===== src/rtl/count_blinker_if.sv =====
// Handshake bundle between a count source and the blinker: start/value in,
// led/busy/done back.
interface count_blinker_if #(
   parameter int WIDTH = 8
);
   logic             start;
   logic [WIDTH-1:0] value;
   logic             led;
   logic             busy;
   logic             done;

   modport master (
      output start, value,
      input  led, busy, done
   );

   modport slave (
      input  start, value,
      output led, busy, done
   );
endinterface


===== src/rtl/count_blinker.sv =====
// Serialises a captured count into N LED pulses followed by a quiet gap,
// then emits a one-cycle done strobe. All outputs are registered.
module count_blinker #(
   parameter int WIDTH     = 8,
   parameter int ON_TICKS  = 250,
   parameter int OFF_TICKS = 250,
   parameter int GAP_TICKS = 1000,
   parameter int TICK_W    = 16
) (
   input  logic            clk,
   input  logic            rst,
   count_blinker_if.slave  bus
);

   typedef enum logic [1:0] {
      S_IDLE,
      S_ON,
      S_OFF,
      S_GAP
   } state_t;

   // Tick counter counts down to zero, so each phase loads its length minus one.
   localparam logic [TICK_W-1:0] ON_LOAD  = TICK_W'(ON_TICKS - 1);
   localparam logic [TICK_W-1:0] OFF_LOAD = TICK_W'(OFF_TICKS - 1);
   localparam logic [TICK_W-1:0] GAP_LOAD = TICK_W'(GAP_TICKS - 1);

   state_t             state_q, state_d;
   logic [TICK_W-1:0]  tick_q, tick_d;
   logic [WIDTH-1:0]   remaining_q, remaining_d;
   logic [WIDTH-1:0]   remaining_dec;
   logic               led_q, led_d;
   logic               busy_q, busy_d;
   logic               done_q, done_d;
   logic               tick_zero;

   assign tick_zero     = (tick_q == '0);
   assign remaining_dec = remaining_q - WIDTH'(1);

   // NOTE: every signal written here gets a default first, so no path can
   // leave it unassigned and infer a latch.
   always_comb begin
      state_d     = state_q;
      tick_d      = tick_q;
      remaining_d = remaining_q;
      led_d       = led_q;
      busy_d      = busy_q;
      done_d      = 1'b0;

      unique case (state_q)
         S_IDLE: begin
            led_d  = 1'b0;
            busy_d = 1'b0;
            if (bus.start) begin
               remaining_d = bus.value;
               if (bus.value != '0) begin
                  state_d = S_ON;
                  tick_d  = ON_LOAD;
                  led_d   = 1'b1;
                  busy_d  = 1'b1;
               end else begin
                  done_d = 1'b1;
               end
            end
         end

         S_ON: begin
            if (tick_zero) begin
               // Decrement only happens here, where remaining is known to be >= 1.
               remaining_d = remaining_dec;
               led_d       = 1'b0;
               if (remaining_dec != '0) begin
                  state_d = S_OFF;
                  tick_d  = OFF_LOAD;
               end else begin
                  state_d = S_GAP;
                  tick_d  = GAP_LOAD;
               end
            end else begin
               tick_d = tick_q - TICK_W'(1);
            end
         end

         S_OFF: begin
            if (tick_zero) begin
               state_d = S_ON;
               tick_d  = ON_LOAD;
               led_d   = 1'b1;
            end else begin
               tick_d = tick_q - TICK_W'(1);
            end
         end

         S_GAP: begin
            if (tick_zero) begin
               state_d = S_IDLE;
               busy_d  = 1'b0;
               done_d  = 1'b1;
            end else begin
               tick_d = tick_q - TICK_W'(1);
            end
         end

         default: begin
            state_d = S_IDLE;
            led_d   = 1'b0;
            busy_d  = 1'b0;
         end
      endcase
   end

   // NOTE: state is updated with non-blocking assignments so every register
   // samples the pre-edge values, independent of statement order.
   always_ff @(posedge clk or negedge rst) begin
      if (!rst) begin
         state_q     <= S_IDLE;
         tick_q      <= '0;
         remaining_q <= '0;
         led_q       <= 1'b0;
         busy_q      <= 1'b0;
         done_q      <= 1'b0;
      end else begin
         state_q     <= state_d;
         tick_q      <= tick_d;
         remaining_q <= remaining_d;
         led_q       <= led_d;
         busy_q      <= busy_d;
         done_q      <= done_d;
      end
   end

   assign bus.led  = led_q;
   assign bus.busy = busy_q;
   assign bus.done = done_q;

endmodule


===== src/flat_wrapper.sv =====
// flat-port wrapper written by rule: the top's interface ports become plain ports
module count_blinker_flat 
#(
   parameter int WIDTH     = 8,
   parameter int ON_TICKS  = 250,
   parameter int OFF_TICKS = 250,
   parameter int GAP_TICKS = 1000,
   parameter int TICK_W    = 16
)
  (clk, rst, bus_start, bus_value, bus_led, bus_busy, bus_done);
  count_blinker_if #(.WIDTH(WIDTH)) bus_i ();
  input  logic clk;
  input  logic rst;
  input wire logic [$bits(bus_i.start)-1:0] bus_start;
  input wire logic [$bits(bus_i.value)-1:0] bus_value;
  output wire logic [$bits(bus_i.led)-1:0] bus_led;
  output wire logic [$bits(bus_i.busy)-1:0] bus_busy;
  output wire logic [$bits(bus_i.done)-1:0] bus_done;
  assign bus_i.start = bus_start;
  assign bus_i.value = bus_value;
  assign bus_led = bus_i.led;
  assign bus_busy = bus_i.busy;
  assign bus_done = bus_i.done;
  count_blinker #(.WIDTH(WIDTH), .ON_TICKS(ON_TICKS), .OFF_TICKS(OFF_TICKS), .GAP_TICKS(GAP_TICKS), .TICK_W(TICK_W)) u_core (.clk(clk), .rst(rst), .bus(bus_i));
endmodule

===== config.mk =====
export PLATFORM = sky130hd
export DESIGN_NAME = count_blinker_flat
export DESIGN_NICKNAME = d
export VERILOG_FILES = /design/src/rtl/count_blinker_if.sv /design/src/rtl/count_blinker.sv /design/src/flat_wrapper.sv
export SDC_FILE = /design/constraint.sdc
export NUM_CORES = 1
export LEC_CHECK = 0
export CELL_PAD_IN_SITES_DETAIL_PLACEMENT = 1
export CELL_PAD_IN_SITES_GLOBAL_PLACEMENT = 1
export CORE_UTILIZATION = 42
export CTS_BUF_LIST = sky130_fd_sc_hd__clkbuf_8
export CTS_CLUSTER_SIZE = 12
export DETAILED_ROUTE_END_ITERATION = 6
export PLACE_DENSITY = 0.84
export SLEW_MARGIN = 20
export SYNTH_ARGS = -nofsm -noshare
export SYNTH_HDL_FRONTEND = slang
export SYNTH_SLANG_ARGS = --single-unit

===== constraint.sdc =====
create_clock -name clk -period 1.8 [get_ports clk]
set_input_delay 0.36 -clock clk [delete_from_list [all_inputs] [get_ports clk]]
set_output_delay 0.36 -clock clk [all_outputs]
set_load 0.02 [all_outputs]

* After elaboration in Yosys (flattened, before gate mapping) *
Index checks and enable logic that the tools add are counted.
Widths: inputs -> output; s select.

word-level totals
  register bits after elaboration = 29
  latch bits = 0
  bits in writable memories = 0
  memory bits (read-only) = 0
  memories = 0

operators by class
  add/sub/neg operators = 2
  $mul = 0
  div/mod/pow operators = 0
  $lt $le $gt $ge = 0
  equal/unequal tests = 9
  shift operators = 0
  multiplexer cells = 27
  bitwise gates (word level) = 0
  reductions and logical operators = 12

operator list
  operator               number
  $mux 16                5
  $pmux 16 s4            1
  $logic_not 16->1       1
  $mux 8                 2
  $pmux 8 s2             1
  $reduce_bool 8->1      2
  $sub 16x1->16 const B  1
  $mux 10                1
  $mux 2                 5
  $reduce_and 3->1       3
  $mux 1                 8
  $ne 2x1->1 const B     4
  $pmux 2 s4             1
  $sub 8x1->8 const B    1
  $reduce_and 5->1       1
  $eq 2x2->1 const B     2
  $ne 2x2->1 const B     2
  $pmux 1 s2             2
  $reduce_bool 2->1      2
  $pmux 1 s3             1
  $reduce_bool 3->1      1
  $eq 2x1->1 const B     1
  $logic_not 2->1        1
  $reduce_and 2->1       1

* Depth between registers and ports, before layout *
  depth after elaboration = 5
  gate-level depth with buffers = 8
  mapped depth without buffers = 7

* Worst setup path after synthesis *
Ideal clock, no wire load.

  kind = flip-flop to flip-flop
  start = register u_core.tick_q[0]
  end = register u_core.tick_q[15]
  library setup time = 82 ps
  arrival = 1,843 ps
  required time = 1,718 ps
  slack = -125 ps
  stages on the path, launching flop included = 8
  path buffers = 0
  cell sequence = dfrtp_1 -> inv_1 -> ha_1 -> nor3b_1 -> and3_4 -> a32o_2 -> or4_1 -> a22oi_2

on the way
  longest elaborated chain between the ends = 3
  elaborated cells on any way between the ends = 8
  classes of those cells = 1 x add/sub; 1 x eq/ne; 4 x mux; 2 x reduce/logical

RTL lines
  element                                                   line                  source
  start, declared                                           count_blinker.sv:28   logic [TICK_W-1:0] tick_q, tick_d;
  start signal, assigned                                    count_blinker.sv:123  tick_q <= tick_d;
  $sub 16x1->16 / $logic_not 16->1 (equally long branches)  n/a
  $mux 16, or another cell as far along                     count_blinker.sv:94   if (tick_zero) begin
  $pmux 16 s4 / $reduce_and 3->1 (equally long branches)    n/a

Parallel ways exist; a longest one is shown, timed or not. The select of a mux whose other input is x is not followed.
A chain may end at the register's enable or synchronous reset.

* Worst setup path in the final report *
  start = register u_core.state_q[1]
  end = register u_core.tick_q[8]

on the way
  longest elaborated chain between the ends = 3
  elaborated cells on any way between the ends = 9
  classes of those cells = 6 x eq/ne; 1 x mux; 2 x reduce/logical

RTL lines
  element                                                    line                  source
  start, declared                                            count_blinker.sv:27   state_t state_q, state_d;
  start signal, assigned                                     count_blinker.sv:122  state_q <= state_d;
  $eq 2x2->1 / $logic_not 2->1 (equally long branches)       count_blinker.sv:49   unique case (state_q)
  $ne 2x2->1 (no line) / $ne 2x1->1 (equally long branches)  n/a
  $reduce_and 3->1 (no line)                                 n/a

Parallel ways exist; a longest one is shown, timed or not.

==> run metrics <==
outcome finished with violations; failing checks setup timing; commonest cells after routing, fill and taps aside buf_4 (62), dfrtp_1 (29), buf_6 (18), nand2_1 (17), nor2_1 (13); mux contribution to synthesized area 1.574%; Power Dens Cells 391.5 nW/µm²; Max Slew Vio Count 0; FFs w/ async S/R, synth 100.0%; vias in the first global route 2621; vias post-DR 2733; maximum VDD drop 0.6647 mV; Syn Area/Cell 8.792 µm²; Hold Crit Class primary input to async pin; final non-filler cell area 3313 µm²; clock-pin slew of the registers on the worst-case setup and hold paths 0.08 ns; Antenna Nets Post-Route 0; Yosys reg bits 29; Synth Cell Area 1987 µm²; setup violators final 28; clock sinks 29; worst-case clock buffer depth 2; Internal Power 0.9765 mW; sequential area share after synthesis 36.52%; number of synthesized flops with an enable pin 0; Max Cap Violations 0; Fmax 444.8 MHz; Clock Latency Late Sink 0.31 ns; total power 1.297 mW; CTS tree done; PortBufs 13; crit path cell chain inv_1 > ha_1 > nor3_1 > buf_4 > a211oi_2 > a21oi_4 > o211ai_1; Synth Area in Adders 5.038%; crit start category flop; Std-Cell Rows 24; combinational power share 4.9%; xor/xnor cell area share of the yosys netlist 1.322%; overall global routing resource usage 40.80%; Tightest Pin Transition 0.4948 ns; Num CTS Buffers 5; boundary pin count 14; Mapped Cells 226; # H-tree levels 2; Placer Congestion 0.8615; Leak 1.370 nW; clock tree root buffer cell clkbuf_8; Final nets 339; final setup margin -0.4484 ns; Max Clock Skew 0.02319 ns; antenna violations before repair 0; fill cell total of the finished layout 428; Initial DRC Count 310; Antenna diodes 0; leading cell type in the layout, fill and taps excluded buf_4; Initial Util 44.71%; Crit Path Category flop to flop; fin crit share 124.9%; Most used DFF post-synth dfrtp_1; Core ar. 4444 µm²; Die Wd 70.78 µm; Switching Share 24.71%; hpwl dp 5164 µm; Synth Area in Simple Gates 24.06%; largest net degree at the start of global routing 30; DRC 0; first-pass GRT wire length 15040 µm; RSZ-0062 raised after global routing true; Placement Cell Area 2590 µm²; critical path required time 2.00 ns; hold buffers post-CTS 0; WHS 0.4832 ns; drt first pass iters 5; NetSw 0.3205 mW; vias per cell 7.347; Wirelength per Cell 32.80 µm; Slew HR 66.95%; Area growth, synth to finish 66.75%; Clock Power Share 44.9%; Synth cell types 54; Synth Net Count 245; crit-path max cell delay 0.46 ns; die height 70.78 µm; gr ovfl total 0; Yosys warning count 0; CP endpoint kind flop; largest family of logic cells by synthesized area compound AO/OA/AOI/OAI gates; Compound-Gate Fraction of Synth Area 26.70%; final setup TNS -7.066 ns; CP max-delay cell dfrtp_1; register share of total power 50.2%; Final Hold Fails 0; share of post-route cells with drive strength above 1 49.38%; WL final 12200 µm; die area 5010 µm²; Tmin final 2.248 ns; crit path DAT 2.45 ns; Worst Path Max Fanout 6
[logic make-up (layout without fill, tap and decap cells)]
family,Yosys count,in the layout
xor gates and xnor gates,3,3
and+or+nand+nor,86,86
muxes,3,3
buffers and inverters,21,115
DFF,29,29
adders and majority gates,8,8
AOI/OAI and AO/OA,76,76
[power groups by stage]
| stage | clock [mW] | sequential, mW | combinational (mW) |
|---|---|---|---|
| 2_1_floorplan | 0 | 0.664 | 0.0109 |
| 3_3_place_gp | 0 | 0.664 | 0.0602 |
| 3_5_place_dp | 0 | 0.664 | 0.0629 |
| 4_1_cts | 0.562 | 0.652 | 0.0575 |
| 5_1_grt | 0.597 | 0.651 | 0.0668 |
| 6_report | 0.582 | 0.652 | 0.0635 |
[critical path: cells and delay by family (launching register included)]
kind | cells | cell delay [ns]
compound gates | 3 | 0.80
fa+ha+maj | 1 | 0.34
buf+inv | 2 | 0.40
flops | 1 | 0.46
simple gates | 1 | 0.13
[final timing paths]
| check | from | endpoint | slack [ns] | depth (start not counted) |
|---|---|---|---|---|
| max | u_core.state_q[1] | u_core.tick_q[8] | -0.45 | 7 |
| min | rst | u_core.tick_q[0] | 0.48 | 2 |
| max reg2reg | u_core.state_q[1] | u_core.tick_q[8] | -0.45 | 7 |
| min reg2reg | u_core.bus.led | u_core.bus.led | 0.54 | 1 |
| max in group asynchronous | rst | u_core.remaining_q[1] | 1.00 | 2 |
| min in group clk | u_core.bus.led | u_core.bus.led | 0.54 | 1 |
[sequential cells by signal, summed over array words and instances (netlist names)]
register	count
u_core.state_q	2
u_core.tick_q	16
u_core.bus.busy	1
u_core.bus.done	1
u_core.remaining_q	8
u_core.bus.led	1
[layout make-up]
| class | instances | area [µm²] | share of cell area [%] |
|---|---|---|---|
| clock buffers | 6 | 82.58 | 2.492 |
| clock inverters | 1 | 3.754 | 0.1133 |
| inverters | 11 | 41.29 | 1.246 |
| multi-input cells | 176 | 1535 | 46.34 |
| flip-flops and latches | 29 | 725.7 | 21.90 |
| well taps | 52 | 65.06 | 1.964 |
| repair buffers | 97 | 859.6 | 25.94 |
[repair_timing]
item | CTS | global route
setup endpoints to repair | 26 | 28
hold endpoints to repair | 0 | 0
pin swaps | 19 | 21
resized for setup | 59 | 51
setup buffers | 17 | 11
[routing by layer]
layer | routed length [µm] | vias up | track usage [%] | share of wire (%)
met5 | 0 | - | 0 | 0
met4 | 1263 | 0 | 26.67 | 10
met3 | 1161 | 116 | 7.550 | 9.5
met2 | 5551 | 278 | 68.06 | 45
met1 | 4227 | 1297 | 48.20 | 35
li1 | - | 1042 | - | -
[cells in the mapped netlist (all sizes together) (7+ instances only)]
cell,instances,area (µm²)
a21oi,20,100.1
dfrtp,29,725.7
a31oi,10,62.56
nor2,16,62.56
ha,8,100.1
nand3,7,35.03
o21ai,10,65.06
nor3,9,61.31
inv,11,41.29
nand2,20,75.07
[metrics by stage]
step           utilization (%)  setup slack, ns  cells
3_5_place_dp             58.28          -0.5013    341
3_3_place_gp             58.28          -0.4168    341
6_report                 74.55          -0.4484    372
5_1_grt                  74.55          -0.4301    372
2_1_floorplan                -         -0.06538    226
4_1_cts                  67.74          -0.2683    365
(Power assumes the default switching activity.)
